## src/rtl/div_share_ctrl_pkg.sv

```systemverilog
// div_share_pkg: shared types and defaults for the shared-divider controller
package div_share_pkg;
   typedef enum logic [1:0] {IDLE, RUN, CAPT, RESP} state_t;
   localparam int M_DEF = 26;
   localparam int N_DEF = 14;
   localparam int R_DEF = 4;
   localparam logic [M_DEF-1:0] DBZ_QUOTIENT = '1;
endpackage

```

## src/rtl/div_share_ctrl_if.sv

```systemverilog
// div_share_ctrl_if: request, response and divider-core signals of the shared-divider controller
interface div_share_ctrl_if import div_share_pkg::*; #(
   parameter int M = M_DEF,
   parameter int N = N_DEF,
   parameter int R = R_DEF,
   parameter int IDW = 2
);
   logic [R-1:0] req_valid;
   logic [R-1:0] req_ready;
   logic [R*M-1:0] req_dividend;
   logic [R*N-1:0] req_divisor;
   logic rsp_valid;
   logic rsp_ready;
   logic [IDW-1:0] rsp_id;
   logic [M-1:0] rsp_quotient;
   logic rsp_dbz;
   logic div_en;
   logic [M-1:0] div_dividend;
   logic [N-1:0] div_divisor;
   logic [M-1:0] div_quotient;
   modport master (
      output req_valid, req_dividend, req_divisor, rsp_ready, div_quotient,
      input req_ready, rsp_valid, rsp_id, rsp_quotient, rsp_dbz, div_en, div_dividend, div_divisor
   );
   modport slave (
      input req_valid, req_dividend, req_divisor, rsp_ready, div_quotient,
      output req_ready, rsp_valid, rsp_id, rsp_quotient, rsp_dbz, div_en, div_dividend, div_divisor
   );
endinterface

```

## src/rtl/div_share_ctrl_rr_arbiter.sv

```systemverilog
// rr_arbiter: combinational round-robin pick of the first request at or above the pointer
module rr_arbiter import div_share_pkg::*; #(
   parameter int R = R_DEF,
   parameter int IDW = 2
) (
   input logic [R-1:0] req,
   input logic [IDW-1:0] ptr,
   output logic [R-1:0] grant,
   output logic [IDW-1:0] idx,
   output logic any
);
   always_comb begin
      idx = '0;
      for (int k = R - 1; k >= 0; k--)
         if (req[(int'(ptr) + k) % R]) idx = IDW'((int'(ptr) + k) % R);
      any = |req;
      grant = any ? R'(1) << idx : '0;
   end
endmodule

```

## src/rtl/div_share_ctrl.sv

```systemverilog
// div_share_ctrl: shares one serial divider core between R requesters with round-robin arbitration
module div_share_ctrl import div_share_pkg::*; #(
   parameter int M = M_DEF,
   parameter int N = N_DEF,
   parameter int R = R_DEF,
   parameter int IDW = 2,
   parameter int CW = 5
) (
   input logic clk,
   input logic rst,
   div_share_ctrl_if.slave bus
);
   state_t state;
   logic [IDW-1:0] ptr;
   logic [IDW-1:0] gidx;
   logic [R-1:0] grant;
   logic any;
   logic [CW-1:0] cnt;
   logic [M-1:0] gdvd;
   logic [N-1:0] gdvs;
   rr_arbiter #(.R(R), .IDW(IDW)) u_arb (
      .req(bus.req_valid),
      .ptr(ptr),
      .grant(grant),
      .idx(gidx),
      .any(any)
   );
   assign bus.req_ready = (state == IDLE && any) ? grant : '0;
   assign gdvd = bus.req_dividend[int'(gidx)*M +: M];
   assign gdvs = bus.req_divisor[int'(gidx)*N +: N];
   // div_en stays high from the accept edge through the edge where cnt reaches M: M+1 core edges
   always_ff @(posedge clk or posedge rst) begin
      if (rst) begin
         state <= IDLE;
         ptr <= '0;
         cnt <= '0;
         bus.div_en <= 1'b0;
         bus.div_dividend <= '0;
         bus.div_divisor <= '0;
         bus.rsp_valid <= 1'b0;
         bus.rsp_id <= '0;
         bus.rsp_quotient <= '0;
         bus.rsp_dbz <= 1'b0;
      end else begin
         case (state)
            IDLE: if (any) begin
               bus.div_dividend <= gdvd;
               bus.div_divisor <= gdvs;
               bus.rsp_id <= gidx;
               ptr <= IDW'((int'(gidx) + 1) % R);
               if (gdvs == '0) begin
                  bus.rsp_quotient <= '1;
                  bus.rsp_dbz <= 1'b1;
                  bus.rsp_valid <= 1'b1;
                  state <= RESP;
               end else begin
                  bus.div_en <= 1'b1;
                  cnt <= '0;
                  state <= RUN;
               end
            end
            RUN: begin
               cnt <= cnt + 1'b1;
               if (cnt == CW'(M)) begin
                  bus.div_en <= 1'b0;
                  state <= CAPT;
               end
            end
            CAPT: begin
               bus.rsp_quotient <= bus.div_quotient;
               bus.rsp_dbz <= 1'b0;
               bus.rsp_valid <= 1'b1;
               state <= RESP;
            end
            RESP: if (bus.rsp_ready) begin
               bus.rsp_valid <= 1'b0;
               state <= IDLE;
            end
            default: state <= IDLE;
         endcase
      end
   end
endmodule

```

## src/flat_wrapper.sv

```systemverilog
// flat-port wrapper written by rule: the top's interface ports become plain ports
module div_share_ctrl_flat import div_share_pkg::*;
#(
   parameter int M = M_DEF,
   parameter int N = N_DEF,
   parameter int R = R_DEF,
   parameter int IDW = 2,
   parameter int CW = 5
)
  (clk, rst, bus_req_valid, bus_req_dividend, bus_req_divisor, bus_rsp_ready, bus_div_quotient, bus_req_ready, bus_rsp_valid, bus_rsp_id, bus_rsp_quotient, bus_rsp_dbz, bus_div_en, bus_div_dividend, bus_div_divisor);
  div_share_ctrl_if #(.M(M), .N(N), .R(R), .IDW(IDW)) bus_i ();
  input logic clk;
  input logic rst;
  input wire logic [$bits(bus_i.req_valid)-1:0] bus_req_valid;
  input wire logic [$bits(bus_i.req_dividend)-1:0] bus_req_dividend;
  input wire logic [$bits(bus_i.req_divisor)-1:0] bus_req_divisor;
  input wire logic [$bits(bus_i.rsp_ready)-1:0] bus_rsp_ready;
  input wire logic [$bits(bus_i.div_quotient)-1:0] bus_div_quotient;
  output wire logic [$bits(bus_i.req_ready)-1:0] bus_req_ready;
  output wire logic [$bits(bus_i.rsp_valid)-1:0] bus_rsp_valid;
  output wire logic [$bits(bus_i.rsp_id)-1:0] bus_rsp_id;
  output wire logic [$bits(bus_i.rsp_quotient)-1:0] bus_rsp_quotient;
  output wire logic [$bits(bus_i.rsp_dbz)-1:0] bus_rsp_dbz;
  output wire logic [$bits(bus_i.div_en)-1:0] bus_div_en;
  output wire logic [$bits(bus_i.div_dividend)-1:0] bus_div_dividend;
  output wire logic [$bits(bus_i.div_divisor)-1:0] bus_div_divisor;
  assign bus_i.req_valid = bus_req_valid;
  assign bus_i.req_dividend = bus_req_dividend;
  assign bus_i.req_divisor = bus_req_divisor;
  assign bus_i.rsp_ready = bus_rsp_ready;
  assign bus_i.div_quotient = bus_div_quotient;
  assign bus_req_ready = bus_i.req_ready;
  assign bus_rsp_valid = bus_i.rsp_valid;
  assign bus_rsp_id = bus_i.rsp_id;
  assign bus_rsp_quotient = bus_i.rsp_quotient;
  assign bus_rsp_dbz = bus_i.rsp_dbz;
  assign bus_div_en = bus_i.div_en;
  assign bus_div_dividend = bus_i.div_dividend;
  assign bus_div_divisor = bus_i.div_divisor;
  div_share_ctrl #(.M(M), .N(N), .R(R), .IDW(IDW), .CW(CW)) u_core (.clk(clk), .rst(rst), .bus(bus_i));
endmodule
```

## config.mk

```make
export PLATFORM = sky130hd
export DESIGN_NAME = div_share_ctrl_flat
export DESIGN_NICKNAME = d
export VERILOG_FILES = /design/src/rtl/div_share_ctrl_pkg.sv /design/src/rtl/div_share_ctrl_if.sv /design/src/rtl/div_share_ctrl_rr_arbiter.sv /design/src/rtl/div_share_ctrl.sv /design/src/flat_wrapper.sv
export SDC_FILE = /design/constraint.sdc
export NUM_CORES = 1
export LEC_CHECK = 0
export ABC_AREA = 1
export CAP_MARGIN = 30
export CORE_UTILIZATION = 40
export CTS_CLUSTER_SIZE = 25
export DETAILED_ROUTE_END_ITERATION = 8
export MAX_ROUTING_LAYER = met4
export PLACE_DENSITY_LB_ADDON = 0.05
export SYNTH_ARGS = -nofsm -noshare
export SYNTH_HDL_FRONTEND = slang
export SYNTH_SLANG_ARGS = --single-unit
export TNS_END_PERCENT = 1
```

## constraint.sdc

```tcl
create_clock -name clk -period 3.97 [get_ports clk]
set_input_delay 0.9925 -clock clk [delete_from_list [all_inputs] [get_ports clk]]
set_output_delay 0.9925 -clock clk [all_outputs]
set_load 0.03 [all_outputs]
```

## Yosys cells after proc, flatten, opt, wreduce, memory -nomap -nowiden

Index checks and enable logic that the tools add are counted.

- Register bits after elaboration: 80
- Bits of input ports: 193
- Output and inout port bits: 75
- Word-level logic and storage cells: 89

- Add/subtract/negate cells: 5
- $mul: 2
- $lt $le $gt $ge: 4
- Equal/unequal tests: 9
- Shift-type cells: 3
- Mux-type cells: 37
- Bitwise gates (word level): 3
- Reduce and logical (&&, ||, !) cells: 16

Operators with widths:

| kind | number |
|---|---|
| 104-bit by 32-bit indexed part select with 26-bit output | 1 |
| 56-bit by 32-bit indexed part select with 14-bit output | 1 |
| 26-bit two-way mux | 2 |
| 26-bit one-hot mux with 2 select lines | 1 |
| 2-bit two-way mux | 8 |
| 14-bit logical NOT | 1 |
| 1-bit two-way mux | 13 |
| 3-bit by 4-bit less-than comparator with 1-bit output, second input constant | 3 |
| 5-bit two-way mux | 2 |
| 5-bit one-hot mux with 2 select lines | 1 |
| 3-bit AND reduction | 3 |
| 1-bit binary-select mux with 2-bit select | 4 |
| 4-bit two-way mux | 2 |
| 2-bit one-hot mux with 4 select lines | 1 |
| 4-bit AND reduction | 2 |
| 2-bit by 4-bit multiplier with 6-bit output, second input constant | 1 |
| 2-bit inequality test, second input constant | 3 |
| 2-bit OR reduction | 3 |
| 5-bit by 1-bit adder with 5-bit output, second input constant | 1 |
| 5-bit == test, second input constant | 1 |
| 2-bit by 3-bit multiplier with 5-bit output, second input constant | 1 |
| 2-bit by 1-bit adder with 2-bit output, second input constant | 2 |
| 2-bit adder, second input constant | 2 |
| 2-bit == test, second input constant | 2 |
| other kinds (13) | 18 |

## Depth between registers and ports, before layout

Gate-level depths: netlist (run 1).

- Depth after elaboration: 16
- Mapped depth: 23
- Gate-level depth less buffers: 19

## Cells and area by module

Synthesis (run 1) repeated with hierarchy kept, for this count alone.

- Cell total of the unflattened synthesis: 742
- Area, all modules: 5044.8 um2

By module, submodules not included:

| module | times used | cells each | area an instance (um2) | sequential area each (um2) |
|---|---|---|---|---|
| div_share_ctrl | 1 | 676 | 4763.3 | 2001.9 |
| rr_arbiter | 1 | 66 | 281.5 | 0.0 |

## Worst setup path before layout (run 1)

OpenSTA, ideal clock, no wires.

- Path kind: input-to-output
- From: input port bus_req_valid[0]
- To: output port bus_req_ready[2]
- Arrival: 2.818 ns
- Data required time: 2.978 ns
- Setup slack: 0.160 ns
- Cell stages on the path: 12
- Path buffers: 2
- Cells stage by stage: inv_1 nor2_2 nor2_4 inv_1 a21boi_1 o21ai_4 inv_2 buf_4 clkbuf_1 ha_1 inv_1 nor2_1

- Word-level cells in the longest chain between the ends: 10
- Elaborated cells on any way between the ends: 20
- Classes of those cells: shift: 1; mux: 17; reduce/logical: 2

RTL lines:

| element | line | text |
|---|---|---|
| start, declared | flat_wrapper.sv:14 | `input wire logic [$bits(bus_i.req_valid)-1:0] bus_req_valid;` |
| 1-bit binary-select mux with 2-bit select | div_share_ctrl_rr_arbiter.sv:15 | `if (req[(int'(ptr) + k) % R]) idx = IDW'((int'(ptr) + k) % R);` |
| 1-bit two-way mux (implied by the code) (2 in a row) | div_share_ctrl_rr_arbiter.sv:15 |  |
| 2-bit two-way mux (3 in a row) | div_share_ctrl_rr_arbiter.sv:15 |  |
| 2-bit two-way mux (*) | div_share_ctrl_rr_arbiter.sv:15 |  |
| net u_core.gidx[1] | div_share_ctrl.sv:15 | `logic [IDW-1:0] gidx;` |
| 1-bit by 2-bit << shifter with 4-bit output (*) | div_share_ctrl_rr_arbiter.sv:17 | `grant = any ? R'(1) << idx : '0;` |
| 4-bit two-way mux (*) | div_share_ctrl_rr_arbiter.sv:17 |  |
| 4-bit two-way mux (*) | div_share_ctrl.sv:28 | `assign bus.req_ready = (state == IDLE && any) ? grant : '0;` |
| end, declared | flat_wrapper.sv:19 | `output wire logic [$bits(bus_i.req_ready)-1:0] bus_req_ready;` |

Mark *: on every way through the listed nets, which the timed path passes. The rest lies on a longest branch. The select of a mux whose other input is x is not followed.

## Final worst setup path (run 1)

- From: input port bus_req_valid[3]
- To: output port bus_req_ready[0]

- Word-level cells in the longest chain between the ends: 10
- Elaborated cells on any way between the ends: 20
- Classes of those cells: shift: 1; mux: 17; reduce/logical: 2

RTL lines:

| element | line |
|---|---|
| 1-bit binary-select mux with 2-bit select | div_share_ctrl_rr_arbiter.sv:15 |
| 1-bit two-way mux (implied by the code) (2 in a row) | div_share_ctrl_rr_arbiter.sv:15 |
| 2-bit two-way mux (4 in a row) | div_share_ctrl_rr_arbiter.sv:15 |
| 1-bit by 2-bit << shifter with 4-bit output | div_share_ctrl_rr_arbiter.sv:17 |
| 4-bit two-way mux | div_share_ctrl_rr_arbiter.sv:17 |
| 4-bit two-way mux (*) | div_share_ctrl.sv:28 |

Every way passes the cells marked *; elsewhere a longest branch is shown, timed or not. The select of a mux whose other input is x is not followed.

==> results of run 1 <==
-- through the flow --
step                      hold slack, ps  utilization, %  power, mW  TNS, ps  setup WS [ps]
after floorplan                      490               -       4.84        0            160
after global placement               453            64.8       6.44        0            128
after detailed placement             458            64.8       6.55    -12.1          -10.3
after CTS                            472            67.0       7.34        0           60.2
after global routing                 487            67.1       7.90     -100          -36.7
final                                471            67.1       7.31        0           63.8
-- routing by layer --
layer | vias to the layer above | track usage [%]
met5 | - | -
met4 | 0 | 12.4
met3 | 42 | 4.48
met2 | 223 | 45.9
met1 | 2614 | 29.4
li1 | 2832 | -
-- registers in the layout, summed over array words and instances (netlist names) --
| signal | cells |
|---|---|
| u_core.state | 2 |
| u_core.bus.rsp_dbz | 1 |
| u_core.ptr | 2 |
| u_core.bus.rsp_valid | 1 |
| u_core.bus.rsp_id | 2 |
| u_core.bus.rsp_quotient | 26 |
| u_core.bus.div_divisor | 14 |
| u_core.bus.div_dividend | 26 |
| u_core.bus.div_en | 1 |
| u_core.cnt | 5 |
-- area by class of cell --
class	instances	area (µm²)	share of cell area (%)
Inverter	60	226	2.75
Tap cell	168	210	2.55
Multi-Input combinational cell	534	2680	32.5
Sequential cell	80	2000	24.3
Clock inverter	6	45.0	0.547
Clock buffer	10	229	2.78
Timing Repair Buffer	284	2840	34.5
-- worst max path at each step --
| stage | startpoint | endpoint | slack, ps | cells after the start |
|---|---|---|---|---|
| 2_1_floorplan | bus_req_valid[0] | bus_req_ready[2] | 160 | 12 |
| 3_3_place_gp | bus_req_valid[2] | u_core.bus.rsp_quotient[14] | 130 | 21 |
| 3_5_place_dp | bus_req_valid[3] | u_core.bus.rsp_quotient[3] | -10 | 19 |
| 4_1_cts | bus_req_valid[3] | bus_req_ready[0] | 60 | 13 |
| 5_1_grt | bus_req_valid[2] | bus_req_ready[2] | -40 | 14 |
| 6_report | bus_req_valid[3] | bus_req_ready[0] | 60 | 11 |
-- cells in the final DEF, fill, tap and decap left out, drive strengths merged, types with 21 or more instances in the layout --
cell type / count
nand2: 166
dfrtp: 80
nor2: 120
a31oi: 23
buf: 21
nand3: 76
inv: 60
clkdlybuf4s50: 263
o21ai: 63
or2: 30
-- where the power goes --
| group | leakage (nW) | total [mW] | internal [mW] | switching [mW] |
|---|---|---|---|---|
| logic | 2.60 | 5.06 | 1.93 | 3.13 |
| registers | 0.959 | 1.48 | 1.23 | 0.242 |
| clock network | 0.125 | 0.770 | 0.426 | 0.344 |
-- logic make-up (layout without fill, tap and decap cells) --
group	Yosys count	count (layout)	synth area share, %
DFF	80	80	39.1
AOI/OAI and AO/OA	108	108	12.6
and+or+nand+nor	413	413	36.3
adders and majority gates	11	11	2.69
xor gates and xnor gates	2	2	0.343
buffers and inverters	104	360	8.88
-- timing repair --
action | 4_1_cts | 5_1_grt
hold endpoints to repair | 0 | 0
gates resized for setup | 0 | 4
setup endpoints to repair | 0 | 4
-- worst max-delay path: cells and delay by family --
kind / cells / cell delay [ps]
buffers and inverters: 5 / 1030
adder cells (fa/ha/maj): 1 / 180
AO/OA/AOI/OAI: 2 / 320
AND/OR/NAND/NOR: 3 / 380
==> metrics.txt, run 1 <==
fraction of registers with async set/reset 100%; global placer's final weighted congestion 0.820; Clk Latency, worst-skew pair between 300 and 400 ps; Tmin final 3910 ps; Endpoint, Worst Hold u_core.bus.rsp_quotient[15]; status complete, no violations; DIE WIDTH 115 µm; CP endpoint kind primary output; Crit Path Category input port to primary output; DRC viols 0; I/O Buffers 267; EDFF count, synth 0; Top Layer Used met4; die extent in y 115 µm; CTS Root Cell clkbuf_16; unrepaired setup endpoints after global routing yes; M1 wire length 6.83 mm; Slew Limit Headroom 36.6%; Worst R2R Path Depth 18; DR pass1 iterations 4; io pins about 270; CTS Buf Count 9; Mapped Cells 718; Filler cells 1011; clk sink count 80; warnings from Yosys 0; GRT Overall Usage 26.4%; Synth area leader dfrtp_1; most frequent cell after synthesis nand2_1; MaxCap Viol Count 0; area grow syn2layout 60.9%; routed wl met3 roughly 1 mm; top post-synthesis cells by area dfrtp_1 (39%), nand2_1 (12%), nor2_1 (8.6%), nand3_1 (6.9%), o21ai_0 (5.9%); slowest cell delay on critical path 470 ps; share of cells above drive strength 1 9.03%; flops & latches, synth 80; Worst-Margin Slew 947 ps; Main synth FF type dfrtp_1; DRT Wirelength 16.8 mm; Max Root-Sink Buffers 2; commonest cells in the netlist nand2_1 (162), nor2_1 (117), dfrtp_1 (80); DIE AREA about 13000 µm²; worst-path cell chain clkdlybuf4s50_1 > inv_1 > o21ai_1 > nand2_1 > nand3b_1 > o21ai_4 > buf_12 > ha_1 > inv_1 > nor2_1 > buf_4; Vias 5711; Critical Path Fanout Max 28; crit path DAT between 2000 and 3000 ps; Mapped Area 5110 µm²; antenna-violating nets left 0; worst hold stages 2; grt ovf 0; H-Tree Depth 3; diode count 0; clock skew 7.86 ps; Worst R2R Start u_core.ptr[0]; peak supply drop about 0.41 mV; global-route wire length before repair 26.4 mm; fin area 8230 µm²; antenna violations before repair 0; CTS tree done; nets 1173; Critical R2R Capture u_core.bus.rsp_quotient[3]; Post-DP HPWL roughly 13 mm; maximum clock rate 256 MHz; Inst Count DP roughly 1100; Seq/Total Area, Yosys 39.1%; vias in the first global route 5643; CP most frequent cell inv_1; DR WL met2 8.39 mm; Reg clk slew, reported paths 60 ps; startpoint types input port; Hold WC Path Type register to register; via/cell ratio about 5.0; Distinct cells, synth 34; Initial Utilization 41.7%; # setup viols final 0; top-area cell type share of the netlist area 39.1%; setup bufs post-CTS 0; post-route non-filler standard cell count 1142; core area ~12000 µm²; placed inst area 7950 µm²; Final Cycle Share 98.4%; P per Cell Area just under 900 nW/µm²; final slew viol count 0; HP Start u_core.bus.rsp_quotient[15]; Routed wire per std cell approximately 15 µm; mean post-synth cell area 7.12 µm²; syn_nets just over 900; Final Hold Fails 0; DRT iter0 DRCs 310; leakage 3.68 nW; CP Data Required Time between 2000 and 3000 ps; R2R setup slack 920 ps; CP max-delay cell clkdlybuf4s50_1; hold_buf cts 0; pin count of the biggest net entering global routing 54; # rows 40
Power figures use the tool's default switching activity.
==> run 2: changes to the inputs <==
--- a/config.mk
+++ b/config.mk
@@ -7,9 +7,12 @@
 export LEC_CHECK = 0
 export ABC_AREA = 1
 export CAP_MARGIN = 30
-export CORE_UTILIZATION = 40
+export CORE_MARGIN = 1.5
+export CORE_UTILIZATION = 50
 export CTS_CLUSTER_SIZE = 25
 export DETAILED_ROUTE_END_ITERATION = 8
+export DONT_BUFFER_PORTS = 1
+export HOLD_SLACK_MARGIN = 0.1
 export MAX_ROUTING_LAYER = met4
 export PLACE_DENSITY_LB_ADDON = 0.05
 export SYNTH_ARGS = -nofsm -noshare
==> metrics.txt, run 2 (synthesis gave the netlist of run 1 again) <==
Resized cells post-CTS 0; DIE WIDTH about 100 µm; DRT Wirelength 14.5 mm; peak supply drop just under 0.5 mV; clk sink count 80; GRT Max-Usage Layer met2; DRC viols 0; global-route wire length before repair 23.2 mm; Initial Utilization 51.9%; maximum clock rate 281 MHz; Reg power frac 35.7%; GRT Overall Usage 27.4%; Net Sw Power ~3.5 mW; Worst R2R Start u_core.ptr[0]; DR pass1 iterations 5; final slew viol count 0; hold_ws 444 ps; # rows 36; Clk Latency, worst-skew pair between 300 and 400 ps; antenna-violating nets left 0; most frequent cells in the layout nand2_1 (162), nor2_1 (116), dfrtp_1 (80); Critical Path Fanout Max 17; crit path DAT 2560 ps; power consumption 6.31 mW; registers with the most flip-flops u_core.bus.div_dividend (26), u_core.bus.rsp_quotient (26), u_core.bus.div_divisor (14); DIE AREA around 11000 µm²; diode count 0; DRT iter0 DRCs around 410; Place WS 472 ps; commonest non-fill, non-tap cell in the layout nand2_1; Comb power frac 51.7%; Hold WC Path Type input port to asynchronous set/reset pin; Slew Limit Headroom 37.9%; Worst-Margin Slew just over 900 ps; Max Root-Sink Buffers 2; antenna violations before repair 0; clock skew 12.0 ps; nets between 900 and 1000; MaxCap Viol Count 0; io pins 268; CTS Buf Count 9; setup bufs post-CTS 0; CTS Root Cell clkbuf_8; area grow syn2layout 7.07%; unrepaired setup endpoints after global routing no; CP Data Required Time 2980 ps; Clock Power Share about 13%; hold_buf cts 0; pin count of the biggest net entering global routing 54; CTS tree done; via/cell ratio around 5.6; worst setup path startpoint u_core.ptr[0]; Final Hold Fails 0; Fin Setup TNS 0 ps; leakage 2.63 nW; Net Sw Frac 55.7%; CP endpoint kind primary output; share of cells above drive strength 1 11.4%; startpoint types register; Reg clk slew, reported paths 90 ps; setup ws final 413 ps; routing usage on met1 32.0%; Final Cycle Share 89.6%; vias in the first global route 4589; global placer's final weighted congestion 0.899; Global Route met2 Usage 45.8%; P per Cell Area 1150 nW/µm²; Internal 2.80 mW; status complete, no violations; Post-DP HPWL 10.7 mm; Vias 4735; met3 GRT Util 6.33%; Crit Path Category register to primary output; die extent in y 104 µm; Tmin final about 3600 ps; H-Tree Depth 3; I/O Buffers 0; grt ovf 0; # setup viols final 0; Routed wire per std cell 17.2 µm; core area 9860 µm²
## run 2: cell types whose count changed in the layout (fill, tap and decap cells not counted), moves of 3 or more
cell	change
clkdlybuf4s50_1	-263
clkbuf_16	-9
clkinvlp_4	-3
buf_12	-4
clkbuf_8	+9
bufinv_16	+4
## run 2: stage by stage
stage	utilization, %	instance area, µm²	std cells
6_report	55.5	5480	841
5_1_grt	55.5	5480	841
4_1_cts	55.5	5480	841
3_5_place_dp	52.9	5220	825
3_3_place_gp	52.6	5190	824
2_1_floorplan	-	5110	718
## run 2: path summary, 6_finish.rpt
kind	slack [ps]	end	cells after the start
min	440	u_core.bus.div_dividend[3]	1
max in group asynchronous	2920	u_core.bus.rsp_quotient[17]	2
max reg2reg	800	u_core.bus.rsp_quotient[15]	20
min in group clk	540	u_core.cnt[4]	2
max	410	bus_req_ready[2]	12
min reg2reg	540	u_core.cnt[4]	2
## run 2: power groups by stage
stage / Sequential [mW] / Clock, mW / Combinational [mW]
floorplan: 2.15 / 0 / 2.69
global placement: 2.27 / 0 / 3.16
detailed placement: 2.27 / 0 / 3.28
CTS: 2.26 / 0.806 / 3.28
global route: 2.30 / 0.838 / 3.73
finish: 2.25 / 0.795 / 3.27
## run 2: layer usage
metal  up-vias  part of all wire (%)
li1       2300                     -
met1      2204                    40
met2       211                    49
met3        20                   7.8
met4         0                   2.4
met5         -                     0
## run 2: layout make-up
type                            instances  area [µm²]
Sequential cell                        80        2000
Inverter                               60         226
Timing Repair Buffer                   18         155
Multi-Input combinational cell        534        2670
Clock inverter                          5         129
Fill cell                             973        4390
Tap cell                              133         166
Clock buffer                           11         131
## run 2: critical path, cell delays in order, from the launching register on
cell and delay (ps):
dfrtp_1 560, inv_1 160, nand2_1 80, nor2_1 60
nor2_4 110, inv_1 50, a21boi_1 210, o21ai_4 90
inv_2 260, ha_1 210, inv_1 40, nor2_1 170
buf_4 190
